<file path="config.mk">
export PLATFORM = sky130hd
export DESIGN_NAME = collision_event_generator
export DESIGN_NICKNAME = d
export VERILOG_FILES = /design/src/rtl/collision_event_generator_pkg.sv /design/src/rtl/collision_event_generator_frame_sticky_flag.sv /design/src/rtl/collision_event_generator.sv
export SDC_FILE = /design/constraint.sdc
export NUM_CORES = 1
export LEC_CHECK = 0
export CELL_PAD_IN_SITES_DETAIL_PLACEMENT = 0
export CELL_PAD_IN_SITES_GLOBAL_PLACEMENT = 1
export CORE_MARGIN = 1
export CORE_UTILIZATION = 38
export DETAILED_ROUTE_END_ITERATION = 10
export PLACE_DENSITY_LB_ADDON = 0.15
export SYNTH_ARGS = -nofsm -noshare
export SYNTH_HDL_FRONTEND = slang
export SYNTH_SLANG_ARGS = --single-unit
</file>
<file path="constraint.sdc">
create_clock -name clk -period 2.1 [get_ports clk]
set_input_delay 0.42 -clock clk [delete_from_list [all_inputs] [get_ports clk]]
set_output_delay 0.42 -clock clk [all_outputs]
set_load 0.1 [all_outputs]
</file>
<file path="src/rtl/collision_event_generator_pkg.sv">
// Shared constants and types for the collision event generator.
// Holds the default cooldown length and the scoring FSM state encoding.
package collision_event_generator_pkg;

  localparam int unsigned COLLISION_COOLDOWN_FRAMES = 4;

  typedef enum logic [1:0] {
    CE_IDLE     = 2'd0,
    CE_CONTACT  = 2'd1,
    CE_COOLDOWN = 2'd2
  } ce_state_e;

endpackage

</file>
<file path="src/rtl/collision_event_generator_frame_sticky_flag.sv">
// Per-frame sticky overlap flag with a registered first-hit pulse.
// A hit on the startOfFrame cycle belongs to the new frame (set after clear).
module frame_sticky_flag (
  input  logic clk,
  input  logic resetN,
  input  logic start_of_frame,
  input  logic clear,
  input  logic pixel_hit,
  output logic flag,
  output logic first_hit
);

  logic flag_q;
  logic first_hit_q;

  always_ff @(posedge clk or negedge resetN) begin
    if (!resetN) begin
      flag_q      <= 1'b0;
      first_hit_q <= 1'b0;
    end else if (clear) begin
      flag_q      <= 1'b0;
      first_hit_q <= 1'b0;
    end else begin
      flag_q      <= start_of_frame ? pixel_hit : (flag_q | pixel_hit);
      first_hit_q <= pixel_hit & (start_of_frame | ~flag_q);
    end
  end

  assign flag      = flag_q;
  assign first_hit = first_hit_q;

endmodule

</file>
<file path="src/rtl/collision_event_generator.sv">
// Turns per-pixel smiley/border/obstacle overlaps into frame-aligned event pulses,
// including a scoring pulse gated by contact episodes and a frame cooldown.
module collision_event_generator
  import collision_event_generator_pkg::*;
#(
  parameter int unsigned COOLDOWN_FRAMES = COLLISION_COOLDOWN_FRAMES
) (
  input  logic clk,
  input  logic resetN,
  input  logic startOfFrame,
  input  logic pause,
  input  logic smileyDrawingRequest,
  input  logic borderBottomDrawingRequest,
  input  logic obstacleDrawingRequest,
  output logic collisionSmileyBorderBottom,
  output logic collisionSmileyObstacle,
  output logic collisionSmileyObstacleReal
);

  localparam int unsigned CdW = (COOLDOWN_FRAMES > 0) ? $clog2(COOLDOWN_FRAMES + 1) : 1;
  localparam logic [CdW-1:0] CdInit =
      (COOLDOWN_FRAMES > 1) ? CdW'(COOLDOWN_FRAMES - 1) : '0;

  logic pix_bottom, pix_obst;
  logic hit_bottom, hit_obst;
  logic unused_bottom_first_hit;
  logic obst_first_hit;

  assign pix_bottom = smileyDrawingRequest & borderBottomDrawingRequest;
  assign pix_obst   = smileyDrawingRequest & obstacleDrawingRequest;

  frame_sticky_flag u_bottom_flag (
    .clk            (clk),
    .resetN         (resetN),
    .start_of_frame (startOfFrame),
    .clear          (pause),
    .pixel_hit      (pix_bottom),
    .flag           (hit_bottom),
    .first_hit      (unused_bottom_first_hit)
  );

  frame_sticky_flag u_obst_flag (
    .clk            (clk),
    .resetN         (resetN),
    .start_of_frame (startOfFrame),
    .clear          (pause),
    .pixel_hit      (pix_obst),
    .flag           (hit_obst),
    .first_hit      (obst_first_hit)
  );

  ce_state_e      state_q;
  logic [CdW-1:0] cd_q, cd_dec;
  logic           bottom_q, real_q;

  always_comb begin
    cd_dec = '0;
    if (cd_q != '0) cd_dec = cd_q - CdW'(1);
  end

  // Cooldown counts frames since the scoring hit, regardless of contact in between.
  always_ff @(posedge clk or negedge resetN) begin
    if (!resetN) begin
      state_q  <= CE_IDLE;
      cd_q     <= '0;
      bottom_q <= 1'b0;
      real_q   <= 1'b0;
    end else if (pause) begin
      state_q  <= CE_IDLE;
      cd_q     <= '0;
      bottom_q <= 1'b0;
      real_q   <= 1'b0;
    end else begin
      bottom_q <= startOfFrame & hit_bottom;
      real_q   <= 1'b0;
      if (startOfFrame) begin
        unique case (state_q)
          CE_IDLE: begin
            if (hit_obst) begin
              real_q  <= 1'b1;
              cd_q    <= CdInit;
              state_q <= CE_CONTACT;
            end
          end
          CE_CONTACT: begin
            cd_q <= cd_dec;
            if (!hit_obst) begin
              if (cd_dec == '0) state_q <= CE_IDLE;
              else              state_q <= CE_COOLDOWN;
            end
          end
          CE_COOLDOWN: begin
            cd_q <= cd_dec;
            if (hit_obst)             state_q <= CE_CONTACT;
            else if (cd_dec == '0)    state_q <= CE_IDLE;
          end
          default: begin
            state_q <= CE_IDLE;
            cd_q    <= '0;
          end
        endcase
      end
    end
  end

  assign collisionSmileyBorderBottom = bottom_q;
  assign collisionSmileyObstacle     = obst_first_hit;
  assign collisionSmileyObstacleReal = real_q;

endmodule

</file>
==> results by group <==
Routing
  – Top layer reached by signal wires: met4
  – Total iterations of the first detailed-routing run: 4
  – Post-route ant nets: 0
  – Final WL: 1.26 mm
  – Via-to-Cell Ratio: 5.55
  – Drt wl/cell: 13.7 um
  – Via count: 511
  – Metal2 WL: 581 um
  – Wire length on met3: 53 um
  – DRT iter0 DRCs: 14
  – Met1 Routed Length: 614 um
  – DRC: 0

Global routing
  – Overall routing resource usage: 0.166
  – Largest net degree at the start of global routing: 12
  – Total grt overflow: 0
  – First-pass GRT wire length: 2.17 mm
  – Initial antenna violation count: 0
  – Vias in the first global route: 488

Pwr
  – Tot Pwr: 0.431 mW
  – Pint: 0.306 mW
  – Leak: 0.338 nW
  – Peak supply drop: 0.321 mV
  – Clock power share: 0.293
  – Sequential power share: 0.493
  – PwrDens: 577 nW/um2
  – Logic pwr share: 0.214
  – P_sw: 0.126 mW
  – Net Sw Frac: 0.292

Critical path
  – Critical path's largest stage delay: 0.46 ns
  – Worst path slowest cell: dfrtp_1
  – CP arrival: 1.99 ns
  – CP Data Required Time: 2.24 ns
  – CP endpoint kind: register
  – Worst Setup Path Type: reg -> reg
  – Critical Path Fanout Max: 7
  – CP cell instances: nor2_1 -> inv_1 -> ha_1 -> a21oi_1 -> o2111ai_1 -> nor2_2 -> mux2_4
  – Worst setup SP type: register

Placed design
  – Detail Placement HPWL: 991 um
  – Port Buffers: 9
  – Placed Instances: 89
  – Routability congestion estimate: 0.852

Logic synthesis
  – Dominant synthesized flop cell: dfrtp_1
  – Post-synth EDFFs: 0
  – Synth cell types: 28
  – Seq cells post-synth: 10
  – Mapped Cells: 66
  – Post-Syn Nets: 79
  – Netlist Area Pre-Place: 634 um2
  – Post-synth ARST share: 1.00
  – Yosys warnings: 0
  – Seq/Total Area, Yosys: 0.394
  – Syn Area/Cell: 9.61 um2

Min path
  – Path type of the worst min-delay path: in -> async

Flow run
  – Max cap viols: 0

Floorplan
  – Core footprint: 1520 um2
  – Initial Utilization: 0.416
  – Io pins: 10
  – DIE HEIGHT: 42.9 um
  – Die ar.: 1840 um2
  – Number of cell rows: 14
  – Chip width: 42.9 um

CTS
  – Clock Sinks: 10
  – H-tree Lvls: 1
  – Post-CTS Repair Setup Buffers: 0
  – Clock Tree Buf Depth: 2
  – Worst-skew pair later-pin latency: 0.26 ns
  – Resized cells post-CTS: 0
  – CTS buffer count: 3
  – CTS root buf: clkbuf_4
  – CTS tree: yes
  – Clock transition at path regs: 0.06 ns
  – CTS Hold Bufs: 0

Finish
  – Layout Cells excl Fill: 92
  – Share of layout cells above drive strength 1: 0.158
  – Final #Nets: 91
  – Antenna diode count: 0
  – Area Growth Syn to Fin: 17.9%

Timing
  – Post-layout min period: 1.84 ns
  – Period utilization: 0.878
  – Slew Viols, Final: 0
  – Worst Tran Pin Value: 0.476 ns
  – RSZ-0062 raised after global routing: no
  – F_max: 543 MHz
  – Setup TNS: 0 ns
  – Relative slew slack: 0.682
  – Final hold vios: 0
  – Final setup vio count: 0
  – Worst Clk Skew: 0.00454 ns

Outcome
  – Outcome: completed
## metal layers
layer,vias up,track usage
met2,14,0.245
met1,239,0.220
met3,5,0.0638
li1,253,-
met5,-,0
met4,0,0.0563
## worst max-delay path, delay by kind of cell, from the launching register on
family          cells  cell delay [ns]
simple gates        2             0.40
fa+ha+maj           1             0.19
buf+inv             1             0.07
mux                 1             0.31
flops               1             0.46
compound gates      2             0.29
## kinds of logic (layout without fill, tap and decap cells)
group                    Yosys count  after routing  share of synthesized area
multiplexers                       1              1                     0.0237
flip-flops                        10             10                      0.394
buffers and inverters              8             18                     0.0533
AO/OA/AOI/OAI                     15             15                      0.187
AND/OR/NAND/NOR                   26             26                      0.223
adder cells (fa/ha/maj)            6              6                      0.118
## cells in the final DEF (no fill, tap or decap), types with 2 or more instances in the layout
cell type / netlist / layout
a21oi_1: 8 / 8
buf_4: 1 / 3
clkbuf_4: 0 / 3
clkdlybuf4s50_1: 0 / 6
dfrtp_1: 10 / 10
ha_1: 6 / 6
inv_1: 5 / 5
nand2_1: 7 / 7
nand2b_1: 2 / 2
nor2_1: 5 / 5
nor3_1: 2 / 2
or3_1: 2 / 2
## power by group through the flow
stage / Combinational (mW) / Clock (mW) / Sequential, mW
finish: 0.0924 / 0.126 / 0.213
global route: 0.103 / 0.142 / 0.215
CTS: 0.0932 / 0.135 / 0.213
detailed placement: 0.0927 / 0 / 0.216
global placement: 0.0919 / 0 / 0.216
floorplan: 0.0541 / 0 / 0.224
## sequential cells by signal, indices dropped and copies added, names as in the netlist
register and flops:
state_q 2, cd_q 3, u_obst_flag.first_hit 1, collisionSmileyBorderBottom 1
collisionSmileyObstacleReal 1, u_bottom_flag.flag 1, u_obst_flag.flag 1
## cells in the mapped netlist (2+ instances only)
cell type	instances	area share
nand2_1	7	0.041
nand2b_1	2	0.020
inv_1	5	0.030
or3_1	2	0.020
a21oi_1	8	0.063
dfrtp_1	10	0.39
nor2_1	5	0.030
ha_1	6	0.12
nor3_1	2	0.016
## stage by stage
step	util	hold slack (ns)	setup WS [ns]	instance area (um2)
after CTS	0.491	0.496	0.273	748
final	0.491	0.482	0.257	748
after global placement	0.476	0.485	0.340	726
after detailed placement	0.476	0.492	0.286	726
after global routing	0.491	0.525	0.126	748
after floorplan	-	0.124	0.422	634
## final cells by class
| cell class | count | area [um2] |
|---|---|---|
| sequential | 10 | 250 |
| clock buffer | 3 | 22.5 |
| inverter | 6 | 22.5 |
| multi-input combinational | 48 | 350 |
| fill | 147 | 776 |
| timing repair buffer | 9 | 82.6 |
| tap | 16 | 20.0 |
## worst paths after layout
kind,from,endpoint,slack [ns],cells past startpoint
max in group asynchronous,resetN,cd_q[1]$_DFFE_PN0P_,1.29,1
worst min register to register,u_bottom_flag.flag$_DFF_PN0_,collisionSmileyBorderBottom$_DFF_PN0_,0.51,1
worst max register to register,cd_q[0]$_DFFE_PN0P_,state_q[0]$_DFFE_PN0P_,0.26,7
worst min-delay path,resetN,collisionSmileyObstacleReal$_DFF_PN0_,0.48,1
worst max-delay path,cd_q[0]$_DFFE_PN0P_,state_q[0]$_DFFE_PN0P_,0.26,7
min in group clk,u_bottom_flag.flag$_DFF_PN0_,collisionSmileyBorderBottom$_DFF_PN0_,0.51,1
No activity file was read; power rests on OpenSTA's default activity.
